[src/rtl/uart_pkg.sv]
// uart_pkg: shared definitions for the UART receive engine.
// Contents:
//   rx_state_t     receiver FSM state encoding
//   MIN_DATA_BITS  smallest accepted frame length
//   FLAG_*         bit positions of the error flags above the data field
//   majority3      2-of-3 vote used for bit sampling
//   parity_of      XOR reduction used for parity checking
package uart_pkg;

    typedef enum logic [2:0] {
        IDLE      = 3'd0,
        START     = 3'd1,
        DATA      = 3'd2,
        PARITY    = 3'd3,
        STOP      = 3'd4,
        WAIT_IDLE = 3'd5
    } rx_state_t;

    localparam int MIN_DATA_BITS = 5;

    // Flag field sits directly above the data field in each FIFO entry.
    localparam int FLAG_W       = 3;
    localparam int FLAG_PARITY  = 0;
    localparam int FLAG_FRAMING = 1;
    localparam int FLAG_BREAK   = 2;

    function automatic logic majority3(input logic [2:0] s);
        return (s[0] & s[1]) | (s[0] & s[2]) | (s[1] & s[2]);
    endfunction

    function automatic logic parity_of(input logic [15:0] v);
        return ^v;
    endfunction

endpackage

[src/rtl/uart_rx_fifo.sv]
// uart_rx_fifo: synchronous receive FIFO with a registered head entry.
// Ports:
//   clk, rst        clock and synchronous active-high reset
//   wr_en, wr_data  write request and entry
//   rd_en           pop request (ignored when empty)
//   rd_data         head entry (zero when empty)
//   valid           FIFO non-empty
//   count           occupancy 0..DEPTH
//   overrun         sticky: a write was dropped because the FIFO was full
module uart_rx_fifo
    import uart_pkg::*;
#(
    parameter int WIDTH = 12,
    parameter int DEPTH = 4
) (
    input  logic                       clk,
    input  logic                       rst,
    input  logic                       wr_en,
    input  logic [WIDTH-1:0]           wr_data,
    input  logic                       rd_en,
    output logic [WIDTH-1:0]           rd_data,
    output logic                       valid,
    output logic [$clog2(DEPTH):0]     count,
    output logic                       overrun
);

    localparam int AW = $clog2(DEPTH);
    localparam int CW = AW + 1;
    localparam logic [CW-1:0] FULL_COUNT = CW'(DEPTH);
    localparam logic [AW-1:0] PTR_ONE    = AW'(1);
    localparam logic [CW-1:0] CNT_ONE    = CW'(1);

    logic [WIDTH-1:0] mem_r [DEPTH];
    logic [AW-1:0]    wr_ptr_r;
    logic [AW-1:0]    rd_ptr_r;
    logic [CW-1:0]    count_r;
    logic [WIDTH-1:0] head_r;
    logic             valid_r;
    logic             overrun_r;

    logic             full_s;
    logic             pop_s;
    logic             push_s;
    logic             drop_s;
    logic [AW-1:0]    rd_ptr_inc_s;
    logic [CW-1:0]    count_next_s;
    logic [WIDTH-1:0] head_next_s;

    // Push/pop qualification, next occupancy and next head entry.
    always_comb begin
        full_s       = (count_r == FULL_COUNT);
        pop_s        = rd_en && valid_r;
        // A pop frees a slot in the same cycle, so a full FIFO still accepts.
        push_s       = wr_en && (!full_s || pop_s);
        drop_s       = wr_en && full_s && !pop_s;
        rd_ptr_inc_s = rd_ptr_r + PTR_ONE;
        count_next_s = count_r;
        head_next_s  = head_r;
        case ({push_s, pop_s})
            2'b10:   count_next_s = count_r + CNT_ONE;
            2'b01:   count_next_s = count_r - CNT_ONE;
            default: count_next_s = count_r;
        endcase
        if (count_next_s == {CW{1'b0}}) begin
            head_next_s = {WIDTH{1'b0}};
        end else if (count_r == {CW{1'b0}}) begin
            head_next_s = wr_data;
        end else if (pop_s) begin
            // The new head may be the entry being written this very cycle.
            if (push_s && (wr_ptr_r == rd_ptr_inc_s)) begin
                head_next_s = wr_data;
            end else begin
                head_next_s = mem_r[rd_ptr_inc_s];
            end
        end else begin
            head_next_s = head_r;
        end
    end

    // Storage, pointers, occupancy, registered head and overrun flag.
    always_ff @(posedge clk) begin
        if (rst) begin
            for (int i = 0; i < DEPTH; i++) begin
                mem_r[i] <= {WIDTH{1'b0}};
            end
            wr_ptr_r  <= {AW{1'b0}};
            rd_ptr_r  <= {AW{1'b0}};
            count_r   <= {CW{1'b0}};
            head_r    <= {WIDTH{1'b0}};
            valid_r   <= 1'b0;
            overrun_r <= 1'b0;
        end else begin
            if (push_s) begin
                mem_r[wr_ptr_r] <= wr_data;
                wr_ptr_r        <= wr_ptr_r + PTR_ONE;
            end
            if (pop_s) begin
                rd_ptr_r <= rd_ptr_inc_s;
            end
            count_r <= count_next_s;
            head_r  <= head_next_s;
            valid_r <= (count_next_s != {CW{1'b0}});
            if (pop_s) begin
                overrun_r <= 1'b0;
            end else if (drop_s) begin
                overrun_r <= 1'b1;
            end else begin
                overrun_r <= overrun_r;
            end
        end
    end

    assign rd_data = head_r;
    assign valid   = valid_r;
    assign count   = count_r;
    assign overrun = overrun_r;

endmodule

[src/rtl/uart_rx_engine.sv]
// uart_rx_engine: oversampling UART receiver with majority-vote sampling,
// parity/framing/break detection and a receive FIFO.
// Ports:
//   clk_16bd      oversample clock (OVERSAMPLE ticks per bit)
//   rst           synchronous active-high reset
//   rx            asynchronous serial input, idle high
//   parity_en     parity bit present
//   parity_type   0 even, 1 odd
//   stop_bits     0 one stop bit, 1 two stop bits
//   frame_length  data bits per frame (clamped to 5..MAX_DATA_BITS)
//   data_ready    consumer accepts head entry
//   data_out      head-entry data, LSB first received
//   data_valid    FIFO non-empty
//   parity_err, framing_err, break_det  head-entry flags
//   overrun       sticky frame-lost flag, cleared by the next pop
//   fifo_count    FIFO occupancy
module uart_rx_engine
    import uart_pkg::*;
#(
    parameter int OVERSAMPLE    = 16,
    parameter int MAX_DATA_BITS = 9,
    parameter int FIFO_DEPTH    = 4
) (
    input  logic                          clk_16bd,
    input  logic                          rst,
    input  logic                          rx,
    input  logic                          parity_en,
    input  logic                          parity_type,
    input  logic                          stop_bits,
    input  logic [3:0]                    frame_length,
    input  logic                          data_ready,
    output logic [MAX_DATA_BITS-1:0]      data_out,
    output logic                          data_valid,
    output logic                          parity_err,
    output logic                          framing_err,
    output logic                          break_det,
    output logic                          overrun,
    output logic [$clog2(FIFO_DEPTH):0]   fifo_count
);

    localparam int TW      = $clog2(OVERSAMPLE);
    localparam int ENTRY_W = MAX_DATA_BITS + FLAG_W;
    localparam logic [TW-1:0] TICK_LAST = TW'(OVERSAMPLE - 1);
    localparam logic [TW-1:0] TICK_S0   = TW'(OVERSAMPLE / 2 - 1);
    localparam logic [TW-1:0] TICK_S1   = TW'(OVERSAMPLE / 2);
    localparam logic [TW-1:0] TICK_S2   = TW'(OVERSAMPLE / 2 + 1);
    localparam logic [TW-1:0] TICK_ONE  = TW'(1);
    localparam logic [3:0]    LEN_MIN   = 4'(MIN_DATA_BITS);
    localparam logic [3:0]    LEN_MAX   = 4'(MAX_DATA_BITS);

    rx_state_t state_r;
    rx_state_t state_next_s;

    logic                     sync1_r;
    logic                     rx_s;
    logic [TW-1:0]            tick_r;
    logic [2:0]               samp_r;
    logic [3:0]               bit_idx_r;
    logic                     stop_idx_r;
    logic [MAX_DATA_BITS-1:0] data_r;
    logic                     par_bit_r;
    logic                     par_en_r;
    logic                     par_type_r;
    logic                     stop2_r;
    logic [3:0]               len_r;

    logic                     bit_end_s;
    logic                     maj_s;
    logic                     wr_en_s;
    logic                     fe_s;
    logic                     brk_s;
    logic                     pe_s;
    logic [FLAG_W-1:0]        flags_s;
    logic [ENTRY_W-1:0]       entry_s;
    logic [ENTRY_W-1:0]       head_s;
    logic [3:0]               len_clamped_s;

    // Out-of-range frame lengths fall back to the widest supported frame.
    always_comb begin
        if ((frame_length < LEN_MIN) || (frame_length > LEN_MAX)) begin
            len_clamped_s = LEN_MAX;
        end else begin
            len_clamped_s = frame_length;
        end
    end

    // Next-state logic, FIFO write strobe and error flags of the frame.
    always_comb begin
        state_next_s = state_r;
        wr_en_s      = 1'b0;
        fe_s         = 1'b0;
        brk_s        = 1'b0;
        bit_end_s    = (tick_r == TICK_LAST);
        maj_s        = majority3(samp_r);
        pe_s         = par_en_r &&
                       ((parity_of(16'(data_r)) ^ par_bit_r) != par_type_r);
        case (state_r)
            IDLE: begin
                if (!rx_s) begin
                    state_next_s = START;
                end else begin
                    state_next_s = IDLE;
                end
            end
            START: begin
                if (bit_end_s) begin
                    // A high start-bit vote is a glitch, not a frame.
                    if (maj_s) begin
                        state_next_s = IDLE;
                    end else begin
                        state_next_s = DATA;
                    end
                end else begin
                    state_next_s = START;
                end
            end
            DATA: begin
                if (bit_end_s && (bit_idx_r == (len_r - 4'd1))) begin
                    if (par_en_r) begin
                        state_next_s = PARITY;
                    end else begin
                        state_next_s = STOP;
                    end
                end else begin
                    state_next_s = DATA;
                end
            end
            PARITY: begin
                if (bit_end_s) begin
                    state_next_s = STOP;
                end else begin
                    state_next_s = PARITY;
                end
            end
            STOP: begin
                if (bit_end_s) begin
                    if (!maj_s) begin
                        // Bad stop bit: record the frame now and skip any
                        // remaining stop bit; wait for the line to recover.
                        fe_s         = 1'b1;
                        brk_s        = !stop_idx_r && (data_r == '0) &&
                                       (!par_en_r || !par_bit_r);
                        wr_en_s      = 1'b1;
                        state_next_s = WAIT_IDLE;
                    end else if (stop2_r && !stop_idx_r) begin
                        state_next_s = STOP;
                    end else begin
                        wr_en_s      = 1'b1;
                        state_next_s = IDLE;
                    end
                end else begin
                    state_next_s = STOP;
                end
            end
            WAIT_IDLE: begin
                if (rx_s) begin
                    state_next_s = IDLE;
                end else begin
                    state_next_s = WAIT_IDLE;
                end
            end
            default: begin
                state_next_s = IDLE;
            end
        endcase
        flags_s               = {FLAG_W{1'b0}};
        flags_s[FLAG_PARITY]  = pe_s;
        flags_s[FLAG_FRAMING] = fe_s;
        flags_s[FLAG_BREAK]   = brk_s;
        entry_s               = {flags_s, data_r};
    end

    // State register.
    always_ff @(posedge clk_16bd) begin
        if (rst) begin
            state_r <= IDLE;
        end else begin
            state_r <= state_next_s;
        end
    end

    // Input synchroniser, bit timing, sampling and frame datapath.
    always_ff @(posedge clk_16bd) begin
        if (rst) begin
            sync1_r    <= 1'b1;
            rx_s       <= 1'b1;
            tick_r     <= {TW{1'b0}};
            samp_r     <= 3'b000;
            bit_idx_r  <= 4'd0;
            stop_idx_r <= 1'b0;
            data_r     <= {MAX_DATA_BITS{1'b0}};
            par_bit_r  <= 1'b0;
            par_en_r   <= 1'b0;
            par_type_r <= 1'b0;
            stop2_r    <= 1'b0;
            len_r      <= LEN_MAX;
        end else begin
            sync1_r <= rx;
            rx_s    <= sync1_r;
            case (state_r)
                IDLE: begin
                    tick_r <= {TW{1'b0}};
                    samp_r <= 3'b000;
                    if (!rx_s) begin
                        // Configuration is frozen for the whole frame.
                        par_en_r   <= parity_en;
                        par_type_r <= parity_type;
                        stop2_r    <= stop_bits;
                        len_r      <= len_clamped_s;
                        data_r     <= {MAX_DATA_BITS{1'b0}};
                        bit_idx_r  <= 4'd0;
                        stop_idx_r <= 1'b0;
                        par_bit_r  <= 1'b0;
                    end else begin
                        len_r <= len_r;
                    end
                end
                WAIT_IDLE: begin
                    tick_r <= {TW{1'b0}};
                end
                default: begin
                    if (bit_end_s) begin
                        tick_r <= {TW{1'b0}};
                    end else begin
                        tick_r <= tick_r + TICK_ONE;
                    end
                    if (tick_r == TICK_S0) begin
                        samp_r[0] <= rx_s;
                    end else if (tick_r == TICK_S1) begin
                        samp_r[1] <= rx_s;
                    end else if (tick_r == TICK_S2) begin
                        samp_r[2] <= rx_s;
                    end else begin
                        samp_r <= samp_r;
                    end
                    if (bit_end_s) begin
                        if (state_r == DATA) begin
                            data_r[bit_idx_r] <= maj_s;
                            bit_idx_r         <= bit_idx_r + 4'd1;
                        end else if (state_r == PARITY) begin
                            par_bit_r <= maj_s;
                        end else if (state_r == STOP) begin
                            stop_idx_r <= 1'b1;
                        end else begin
                            bit_idx_r <= bit_idx_r;
                        end
                    end else begin
                        bit_idx_r <= bit_idx_r;
                    end
                end
            endcase
        end
    end

    uart_rx_fifo #(
        .WIDTH (ENTRY_W),
        .DEPTH (FIFO_DEPTH)
    ) u_fifo (
        .clk     (clk_16bd),
        .rst     (rst),
        .wr_en   (wr_en_s),
        .wr_data (entry_s),
        .rd_en   (data_ready),
        .rd_data (head_s),
        .valid   (data_valid),
        .count   (fifo_count),
        .overrun (overrun)
    );

    assign data_out    = head_s[MAX_DATA_BITS-1:0];
    assign parity_err  = head_s[MAX_DATA_BITS + FLAG_PARITY];
    assign framing_err = head_s[MAX_DATA_BITS + FLAG_FRAMING];
    assign break_det   = head_s[MAX_DATA_BITS + FLAG_BREAK];

endmodule

[config.mk]
export PLATFORM = sky130hd
export DESIGN_NAME = uart_rx_engine
export DESIGN_NICKNAME = d
export VERILOG_FILES = /design/src/rtl/uart_pkg.sv /design/src/rtl/uart_rx_fifo.sv /design/src/rtl/uart_rx_engine.sv
export SDC_FILE = /design/constraint.sdc
export NUM_CORES = 1
export LEC_CHECK = 0
export ABC_AREA = 1
export ABC_CLOCK_PERIOD_IN_PS = 5700
export CAP_MARGIN = 20
export CORE_MARGIN = 2
export CORE_UTILIZATION = 50
export DETAILED_ROUTE_END_ITERATION = 8
export GPL_ROUTABILITY_DRIVEN = 0
export PLACE_DENSITY = 0.74
export SKIP_LAST_GASP = 1
export SYNTH_ARGS = -nofsm -noshare
export SYNTH_HDL_FRONTEND = slang
export SYNTH_SLANG_ARGS = --single-unit
[constraint.sdc]
create_clock -name clk_16bd -period 5.7 [get_ports clk_16bd]
set_clock_uncertainty 0.15 [all_clocks]
set_input_delay 0.57 -clock clk_16bd [delete_from_list [all_inputs] [get_ports clk_16bd]]
set_output_delay 0.57 -clock clk_16bd [all_outputs]
set_load 0.05 [all_outputs]
* Word-level counts from Yosys, hierarchy flattened
Memories as Yosys holds them, arrays and structs flattened.
Cells that the tools add are included.
** Operators by class
- Bitwise logic cells :: 8
- Muxes and demuxes :: 61
- $add $sub $neg :: 7
- Equal/unequal tests :: 20
- Reductions and logical operators :: 44
- Magnitude comparators :: 4
** Operators by type and width (number)
- 2-to-1 mux 12 bit :: 4
- 2-to-1 mux 1 bit :: 30
- 2-to-1 mux 9 bit :: 3
- 2-to-1 mux 3 bit :: 8
- one-hot mux 3 bit (6 select lines) :: 1
- one-hot mux 9 bit (2 select lines) :: 1
- 2-to-1 mux 4 bit :: 4
- nonzero test 2 bit :: 8
- parity 16 bit :: 1
- equality test 4 bit, second input constant :: 3
- one-hot mux 3 bit (2 select lines) :: 2
- OR reduction 12 bit :: 1
- logical AND 1 bit :: 11
- bitwise mux 9 bit :: 1
- equality test 3 bit, second input constant :: 3
- logical NOT 3 bit :: 3
- logical NOT 9 bit :: 1
- adder 4 x 1 -> 4 bit, second input constant :: 2
- != test 2 x 1 -> 1 bit, second input constant :: 4
- one-hot mux 4 bit (2 select lines) :: 1
- AND reduction 4 bit :: 2
- equality test 3 x 2 -> 1 bit, second input constant :: 2
- 2-to-1 mux 2 bit :: 3
- AND reduction 6 bit :: 1
- 30 further kinds :: 44
** Word-level totals
- Memories kept :: 1
- Logic and storage cells :: 166
- Output and inout port bits :: 17
- Memory bits (writable) :: 48
- Input bits :: 11
- Bits in registers :: 55
** Memory list
- u_fifo.mem_r :: words 4, bits a word 12, read ports 1, clocked after memory_dff 0, wr ports 4, RTL line uart_rx_fifo.sv:33 : logic [WIDTH-1:0] mem_r [DEPTH];

* Depth between registers and ports, before layout
- Depth in word-level cells :: 12
- Mapped depth :: 17
- Depth with buffers taken out :: 16

* Hierarchy
A second synthesis with hierarchy kept.
** Second synthesis, totals
- Cells, all modules :: 728
- Area total of the unflattened synthesis :: 5429.0 µm²
** Modules (own cells, without submodules)
- uart_rx_fifo :: cells an instance 438, seq. area each 1861.8 µm², times used 1, area each 3390.8 µm²
- uart_rx_engine :: cells an instance 290, seq. area each 680.7 µm², times used 1, area each 2038.2 µm²

* Least setup slack after synthesis
No wires, ideal clock.
- Path kind :: reg-to-reg
- Start point :: register u_fifo.valid_r, in the netlist u_fifo.valid
- End point :: memory u_fifo.mem_r[3][0] (enable)
- Required time :: 5150 ps
- Setup time :: 400 ps
- Clock period less this slack :: 2783 ps
- Path buffers :: 0
- Slack :: 2917 ps
- Arrival :: 2233 ps
- Cell stages (with the launch flop) :: 5
- Cell sequence :: dfxtp_1 -> nand2_1 -> nand3_1 -> nand4_2 -> o31ai_1
** RTL lines
- from (decl) :: RTL line uart_rx_fifo.sv:38 : logic valid_r;
- from (signal assigned) :: RTL line uart_rx_fifo.sv:102 : valid_r <= (count_next_s != {CW{1'b0}});
- to (decl) :: RTL line uart_rx_fifo.sv:33

==> impl_results.md <==
* Initial antenna violation count at 0
* WL met1 at 4950 µm
* Yosys cell types at 36
* Worst EP arrival at 2.72 ns
* Pin count of the biggest net entering global routing at 29
* Reg-to-Reg Start: u_fifo.rd_ptr_r[1]
* PwrDens at 272 nW/µm²
* Vias in the first global route at 3819
* ANT nets after route at 0
* Status: finished, final reports clean
* Final setup vio count at 0
* Share of cells above drive strength 1 at 9.97%
* Die width at 106 µm
* Total power at 0.00155 W
* Setup bufs post-CTS at 0
* Iteration count of the initial detailed-routing pass at 5
* Min-delay src: sync1_r
* Global-route wire length before repair at 18100 µm
* Post-DP Area at 5500 µm²
* Worst setup SP type: primary input
* Final Max Tran Viols at 0
* Die Y at 106 µm
* DRT iter0 DRCs at 290
* Post-synthesis sequential area ratio at 49.4%
* Main flop type after synthesis: dfxtp_1
* Register bit total from synthesis at 103
* Vias/cell at 5.23
* Post-synth top area share at 28.0%
* Full die area at 11100 µm²
* Slew headroom at 39.5%
* Mapped Nets at 653
* DR vias at 4123
* Final Hold Fails at 0
* Remaining global-route overflow at 0
* Met2 WL at 5200 µm
* Diodes inserted at 0
* Fin Hold WS at 0.268 ns
* Nets at 671
* Clock Latency Late Sink at 0.36 ns
* Post-DP HPWL at 8080 µm
* Number of warnings issued by yosys at 0
* Worst hold path stage count at 1
* Filler cells at 930
* Area contributors post-synth: edfxtp_1, dfxtp_1, nand2_1, nor2_1, inv_1
* Tot GR Track Use at 20.5%
* Max IR drop VDD at 0.000157 V
* Synth-to-layout area growth at 10.6%
* Total Routed Length at 11000 µm
* DRC at 0
* CTS tree: done
* EDFF count, synth at 48
* Count leader, synth: nand2_1
* Top cells by count, synth: nand2_1, nor2_1, inv_1
* R2R cell count at 10
* Fin crit period at 2.86 ns
* Largest area contributor in the netlist: edfxtp_1
* CP startpoint: data_ready
* Hold_buf cts at 0
* Max Buffers Root-to-Sink at 2
* Static Leak at 2.19 nW
* Cells after DPL at 772
* Core footprint at 10200 µm²
* Critical path class: primary input to flop
* Cell count after synthesis at 629
* Max Cap Viol at 0
* CTS Root Cell: clkbuf_8
* Cts repair resizes at 0
* Rows at 37
* DR top layer: met4
* Clock sinks at 103
* Mean post-synth cell area at 8.19 µm²
* Highest Clock Rate at 349 MHz
* Design Area, Final at 5700 µm²
* Setup tns final at 0 ns
* Reg clk slew, reported paths at 0.10 ns
* Worst Path Max Fanout at 15
* RSZ-0062 raised after global routing: false
* IO Port Bufs at 27
* Worst min path class: flop to flop
* Layout Cells excl Fill at 788
* Worst Max-Slew Pin Slew at 0.906 ns
* CTS Buf Count at 9
* Critical path endpoint category: flop
* H-tree depth at 3
* Routed len/inst at 13.9 µm
* Final Cycle Share at 50.2%
* Cell area after synthesis at 5150 µm²
* Post-synth ARST share at 0%
* Critical Path RT at 5.55 ns
* Starting Density at 50.6%
* Top Ports at 28
* Met3 Wirelength at 607 µm
-- registers in the layout (all words and copies together) (netlist names), 2 cells and up --
register,cells
u_fifo.mem_r,48
u_fifo.rd_data,12
data_r,9
bit_idx_r,4
len_r,4
tick_r,4
samp_r,3
state_r,3
u_fifo.count,3
u_fifo.rd_ptr_r,2
u_fifo.wr_ptr_r,2
-- stage by stage --
| step | setup WS [ns] | utilization [%] |
|---|---|---|
| 6_report | 2.84 | 55.9 |
| 5_1_grt | 2.66 | 55.9 |
| 4_1_cts | 2.86 | 55.9 |
| 3_5_place_dp | 2.48 | 54.0 |
| 3_3_place_gp | 2.66 | 54.0 |
| 2_1_floorplan | 2.92 | - |
-- path summary, 6_finish.rpt --
kind	slack, ns	to
setup / recovery	2.84	u_fifo.mem_r[2][11]
hold / removal	0.27	rx_s
setup reg to reg	2.93	u_fifo.rd_data[11]
hold reg to reg	0.27	rx_s
-- layout make-up --
type	instances	area [µm²]	share of cell area [%]
timing repair buffer	29	285	5.01
tap	136	170	2.99
clock buffer	9	124	2.17
inverter	63	236	4.15
clock inverter	7	72.6	1.27
multi-input combinational	441	2270	39.8
sequential	103	2540	44.6
-- worst max-delay path, stage by stage --
cell and delay (ns):
clkdlybuf4s50_1 0.45, nand2_1 0.18, nand3_1 0.23, nand4_2 0.21, nor2_2 0.17, inv_2 0.14, nor2_4 0.14, nand2_2 0.17
nand2_1 0.46
-- per-layer routing --
layer | GRT usage [%] | vias to the layer above
li1 | - | 2100
met5 | 0 | -
met1 | 26.1 | 1882
met4 | 5.64 | 0
met3 | 4.95 | 13
met2 | 35.0 | 128
-- cell families (layout without fill, tap and decap cells) --
group,Yosys count,after routing,synth area share (%)
xor gates and xnor gates,16,16,2.72
and+or+nand+nor,328,328,29.3
buffers and inverters,85,108,6.66
AOI/OAI and AO/OA,84,84,8.70
adders and majority gates,13,13,3.30
DFF,103,103,49.4
-- power breakdown --
part           leakage, nW  switching, W  internal, W  total (W)
combinational         1.20      0.000176    0.0000925   0.000269
clock               0.0934      0.000252     0.000204   0.000455
sequential           0.901     0.0000183     0.000806   0.000824
total                 2.19      0.000446      0.00110    0.00155
-- layout by cell type, fill, tap and decap left out, drive strengths merged, types with 10 or more instances in the layout --
cell type      instances
dfxtp                 55
o21ai                 37
ha                    12
nand2                131
xor2                  10
nand3b                13
a21oi                 35
inv                   64
or2                   15
nor2                 118
edfxtp                48
nand4                 19
nand3                 19
clkdlybuf4s50         27
No activity file was read; power rests on OpenSTA's default activity.
